[src/rtl/branch_pkg.sv]
// Types and constants shared by branch resolution, the tournament predictor and fetch.
package branch_pkg;

  localparam int unsigned PC_W = 15;

  typedef enum logic {
    IDLE    = 1'b0,
    RECOVER = 1'b1
  } resolve_state_t;

  typedef struct packed {
    logic            valid;
    logic [PC_W-1:0] pc;
  } redirect_t;

endpackage

[src/rtl/branch_stats.sv]
// Saturating retired-branch and mispredict counters for branch_resolve.
module branch_stats #(
  parameter int unsigned CNT_W = 32
) (
  input  logic             clk,
  input  logic             rst,
  input  logic             en,
  input  logic             mispredict,
  output logic [CNT_W-1:0] stat_branches,
  output logic [CNT_W-1:0] stat_mispredicts
);

  always_ff @(posedge clk) begin
    if (rst) begin
      stat_branches    <= '0;
      stat_mispredicts <= '0;
    end else begin
      if (en && (stat_branches != '1))
        stat_branches <= stat_branches + CNT_W'(1);
      if (mispredict && (stat_mispredicts != '1))
        stat_mispredicts <= stat_mispredicts + CNT_W'(1);
    end
  end

endmodule

[src/rtl/branch_resolve.sv]
// Carries the F-stage prediction to E, resolves it against the actual outcome and
// drives predictor training plus flush/redirect. Optional counters: BRANCH_STATS_EN.
module branch_resolve #(
  parameter int unsigned PC_W  = branch_pkg::PC_W,
  parameter int unsigned CNT_W = 32
) (
  input  logic             clk,
  input  logic             rst,
  input  logic             StallD,
  input  logic             StallE,
  input  logic             predict_f,
  input  logic             is_branch_d,
  input  logic             taken_e,
  input  logic [PC_W-1:0]  target_e,
  input  logic [PC_W-1:0]  PCE,
  output logic             en,
  output logic             result,
  output logic             predict_e,
  output logic             mispredict,
  output logic             flush_d,
  output logic             flush_e,
  output logic             redirect_valid,
  output logic [PC_W-1:0]  redirect_pc,
  output logic [CNT_W-1:0] stat_branches,
  output logic [CNT_W-1:0] stat_mispredicts
);

  import branch_pkg::*;

  resolve_state_t  state, state_next;
  logic            pred_d;
  logic            pred_e;
  logic            br_e;
  logic [PC_W-1:0] pce_inc;

  assign pce_inc = PCE + PC_W'(1);

  always_ff @(posedge clk) begin
    if (rst) state <= IDLE;
    else     state <= state_next;
  end

  always_ff @(posedge clk) begin
    if (rst || flush_d)
      pred_d <= 1'b0;
    else if (!StallD)
      pred_d <= predict_f;
  end

  // The slot entering E from RECOVER or during a flush is a squashed one.
  always_ff @(posedge clk) begin
    if (rst) begin
      pred_e <= 1'b0;
      br_e   <= 1'b0;
    end else if (!StallE) begin
      pred_e <= pred_d;
      br_e   <= is_branch_d & ~flush_d & (state == IDLE);
    end
  end

  // en fires only on the advancing cycle, so a stalled branch trains exactly once.
  always_comb begin
    en             = 1'b0;
    mispredict     = 1'b0;
    flush_d        = 1'b0;
    flush_e        = 1'b0;
    redirect_valid = 1'b0;
    redirect_pc    = pce_inc;
    state_next     = state;
    case (state)
      IDLE: begin
        en             = br_e & ~StallE & ~rst;
        mispredict     = en & (pred_e != taken_e);
        flush_d        = mispredict;
        flush_e        = mispredict;
        redirect_valid = mispredict;
        if (mispredict && taken_e)
          redirect_pc = target_e;
        if (mispredict)
          state_next = RECOVER;
      end
      RECOVER: state_next = IDLE;
      default: state_next = IDLE;
    endcase
  end

  assign result    = taken_e;
  assign predict_e = pred_e & ~rst;

`ifdef BRANCH_STATS_EN
  branch_stats #(
    .CNT_W(CNT_W)
  ) u_stats (
    .clk              (clk),
    .rst              (rst),
    .en               (en),
    .mispredict       (mispredict),
    .stat_branches    (stat_branches),
    .stat_mispredicts (stat_mispredicts)
  );
`else
  assign stat_branches    = '0;
  assign stat_mispredicts = '0;
`endif

endmodule

[config.mk]
export PLATFORM = sky130hd
export DESIGN_NAME = branch_resolve
export DESIGN_NICKNAME = d
export VERILOG_FILES = /design/src/rtl/branch_pkg.sv /design/src/rtl/branch_stats.sv /design/src/rtl/branch_resolve.sv
export SDC_FILE = /design/constraint.sdc
export NUM_CORES = 1
export LEC_CHECK = 0
export CAP_MARGIN = 25
export CORE_ASPECT_RATIO = 2
export CORE_UTILIZATION = 31
export DETAILED_ROUTE_END_ITERATION = 6
export GPL_TIMING_DRIVEN = 0
export PLACE_DENSITY = 0.87
export SETUP_SLACK_MARGIN = 0.1
export SLEW_MARGIN = 20
export SYNTH_ARGS = -nofsm -noshare
export SYNTH_HDL_FRONTEND = slang
export SYNTH_SLANG_ARGS = --single-unit
[constraint.sdc]
create_clock -name clk -period 4 [get_ports clk]
set_input_delay 0.6 -clock clk [delete_from_list [all_inputs] [get_ports clk]]
set_output_delay 0.6 -clock clk [all_outputs]
set_load 0.005 [all_outputs]
## After elaboration in Yosys (flattened, before gate mapping)

Cells that the tools add are included.

- Logic and storage cells: 24
- Output and inout port bits: 86
- Register bits: 4
- Input port bits: 37

- Bitwise gates (word level): 10
- Muxes and demuxes: 6
- Equality and inequality tests: 1
- Add/subtract/negate cells: 1
- Reductions and logical operators: 2

Operators with widths:

| kind | number |
|---|---|
| $mux W15 | 2 |
| $add A15 B1 Y15 const B | 1 |
| $and A1 B1 Y1 | 6 |
| $not A1 Y1 | 4 |
| $mux W1 | 3 |
| $pmux W1 S2 | 1 |
| $logic_and A1 B1 Y1 | 1 |
| $logic_or A1 B1 Y1 | 1 |
| $ne A1 B1 Y1 | 1 |

## Depth between registers and ports, before layout

- Depth in word-level cells: 8
- Depth in mapped cells: 5
- Depth with buffers taken out: 5

## Least setup slack after synthesis

OpenSTA, ideal clock, no wires.

- Path kind: in2out
- From: in StallE
- To: out redirect_pc[1]
- Required time: 3.400 ns
- Data arrival time: 1.515 ns
- Setup slack: 1.885 ns
- Cell stages on the path: 4
- Cells stage by stage: nor4b_4 > nand3b_1 > buf_4 > mux2_4

- Longest elaborated chain between the ends: 7

RTL lines:

| what | line | text |
|---|---|---|
| start: declaration | branch_resolve.sv:10 | `input logic StallE,` |
| $not A1 Y1 | branch_resolve.sv:72 | `en = br_e & ~StallE & ~rst;` |
| $and A1 B1 Y1 (2 in a row) | branch_resolve.sv:72 |  |
| $and A1 B1 Y1 | branch_resolve.sv:73 | `mispredict = en & (pred_e != taken_e);` |
| $logic_and A1 B1 Y1 | branch_resolve.sv:77 | `if (mispredict && taken_e)` |
| $mux W15 | branch_resolve.sv:77 |  |
| $mux W15 | branch_resolve.sv:70 | `case (state)` |
| end: declaration | branch_resolve.sv:23 | `output logic [PC_W-1:0] redirect_pc,` |

Every way passes these cells.

## Worst setup path in the final report

- From: in StallE
- To: out redirect_pc[12]

Same word-level chain as after synthesis.

==> summary.txt <==
Die
  – Top-level port count: 123
  – Die width: 44.9 um
  – Core ar.: 3450 um^2
  – Rows: 30
  – Initial core utilization: 0.331
  – Die area: 3950 um^2
  – Die height: 87.9 um

Pwr
  – PwrDens: 143 nW/um^2
  – Worst VDD drop: 0.160 mV
  – Leak pwr: 1.04 nW

Detailed routing
  – Drt first pass iters: 4
  – WL/cell: 8.90 um
  – Via count: 1183
  – Via/cell ratio: 3.62
  – DRT antenna net count: 0
  – DR iter-0 viols: 7
  – # DRC: 0
  – WL final: 2910 um

Clock network
  – Root buf cell: clkbuf_8
  – CTS buffer count: 3
  – Clock buffer depth: 2
  – Postcts setup bufs: 0
  – Clk_lat worst skew: 220 ps
  – H-tree Lvls: 1
  – # hold bufs at CTS: 0
  – Clk sink count: 4
  – Worst-path clk slew: 30 ps
  – CTS tree: built
  – Post-CTS Resized: 0

Setup path
  – CP max stage cell: clkdlybuf4s50_1
  – Cell mode on critical path: clkdlybuf4s50_1
  – Buf/Inv on CP: 4
  – Crit path capture type: primary output
  – CP Cell Sequence: clkdlybuf4s50_1 > nor4b_4 > nand3b_1 > buf_4 > buf_6 > a21oi_1 > clkdlybuf4s50_1
  – Crit path DAT: 2640 ps
  – Setup crit start kind: input port
  – WP data required: 3400 ps
  – Max incr delay on CP: 530 ps
  – Family with the most delay on the worst path: buffers and inverters
  – WS Path Type: in -> out
  – Critical path fanouts, max: 10

Final layout
  – Share of post-route cells with drive strength above 1: 0.290
  – Area growth, synth to finish: 80.3%
  – Finished Cell Area: 2060 um^2
  – # fillers: 317
  – Register area: 80.1 um^2
  – Antenna Cells: 0
  – Cell Count, Final, Fillers Out: 327
  – Final core occ: 0.597
  – Final nets: 319
  – Area occupied by multi-input gates: 759 um^2

STA
  – Hold_ws: 467 ps
  – Final Hold Fails: 0
  – Period utilisation layout: 0.811
  – RSZ-0062 raised after global routing: no
  – Fin Setup TNS: 0 ps
  – Slew Limit Fails: 0
  – Highest clock rate: 308 MHz
  – Post-layout min period: 3240 ps
  – Final setup viols: 0
  – Layout Skew: 6.04 ps

Synth
  – Distinct cells, synth: 26
  – Seq/Total Area, Yosys: 0.0700
  – Syn. warnings: 0
  – Cells after Synth: 155
  – Mapped Area: 1140 um^2
  – FF+latch count, synth: 4
  – Avg Inst Size Synth: 7.38 um^2

GRT
  – Initial antenna violation count: 0
  – Number of global-route vias before repair: 1020
  – Global routing's busiest layer: met2
  – GR Util met2: 0.291
  – Global routing usage on met1: 0.121
  – Largest net degree at the start of global routing: 11
  – GRT Overall Usage: 0.143
  – Met3 Usage GRT: 0.0433
  – First-pass GRT wire length: 4270 um
  – Grt total ovfl: 0

Placement
  – Cell Count Post-Placement: 324
  – RD Place Congestion: 0.690
  – Dpl cell area: 2020 um^2
  – Port bufs: 58
  – HPWL Detailed: 2550 um

Run status
  – Outcome: complete, no violations

Min path
  – Worst Hold Class: reg -> reg

Run
  – Max_cap viols: 0
power breakdown:
part | switching, mW | internal, mW | total (mW)
Sequential | 0.00112 | 0.0419 | 0.0430
Combinational | 0.0564 | 0.107 | 0.163
Clock | 0.0232 | 0.0643 | 0.0875
layout by cell type, fill, tap and decap left out, types with 4 or more instances in the layout:
cell             netlist  final
xor2_1                 4      4
clkdlybuf4s50_1        0     58
xnor2_1               10     10
buf_4                 69     69
conb_1                 1     64
a21oi_1               15     15
dfxtp_1                4      4
nor3_1                 5      5
nand2_1                6      6
nor2_1                17     17
flip-flops by register name (all words and copies together) (netlist names):
name,flops
pred_d,1
pred_e,1
br_e,1
state,1
path summary, 6_finish.rpt:
check	from	end	slack, ps	cells past startpoint
worst max register to register	pred_e$_SDFFE_PP0N_	br_e$_SDFFE_PP0N_	2630	4
worst min-delay path	br_e$_SDFFE_PP0N_	br_e$_SDFFE_PP0N_	470	2
worst min register to register	br_e$_SDFFE_PP0N_	br_e$_SDFFE_PP0N_	470	2
worst max-delay path	StallE	redirect_pc[12]	760	7
cell type report:
class,instances,share of cell area
multi-input combinational,141,0.368
timing repair buffer,58,0.282
buffer,71,0.258
clock buffer,3,0.0200
inverter,2,0.00364
tap,48,0.0291
sequential,4,0.0388
metrics by stage:
step | setup slack (ps) | power (mW)
finish | 758 | 0.294
global route | 615 | 0.314
CTS | 712 | 0.295
detailed placement | 716 | 0.204
global placement | 732 | 0.204
floorplan | 1890 | 0.132
logic make-up (layout without fill, tap and decap cells):
logic type / Yosys count / after routing / share of synthesized area
buf+inv: 73 / 134 / 0.473
mux: 3 / 3 / 0.0306
xor+xnor: 14 / 14 / 0.107
simple gates: 44 / 44 / 0.240
other cells: 1 / 64 / 0.00328
compound gates: 15 / 15 / 0.0656
flops: 4 / 4 / 0.0700
fa+ha+maj: 1 / 1 / 0.0109
routing by layer:
layer  up-vias  part of all wire
li1        622                 -
met1       467              0.31
met2        91              0.54
met3         3              0.13
met4         0             0.012
met5         -                 0
worst register-to-register path: cells and delay by family, from the launching register on:
kind | cells | cell delay (ps)
and+or+nand+nor | 2 | 640
DFF | 1 | 330
xor gates and xnor gates | 1 | 180
AOI/OAI and AO/OA | 1 | 150
synth_stat cells, drive strengths merged:
library cell	instances	share of area
a21oi	15	0.066
and2	3	0.019
and2b	1	0.0066
buf	70	0.46
clkbuf	1	0.0033
conb	1	0.0033
dfxtp	4	0.070
ha	1	0.011
inv	2	0.0066
mux2	1	0.013
mux2i	2	0.018
nand2	6	0.020
nand3	3	0.013
nand3b	1	0.0066
nand4	3	0.035
nor2	17	0.056
nor3	5	0.022
nor4	3	0.033
nor4b	1	0.021
or4b	1	0.0088
xnor2	10	0.077
xor2	4	0.031
No activity file was read; power rests on OpenSTA's default activity.
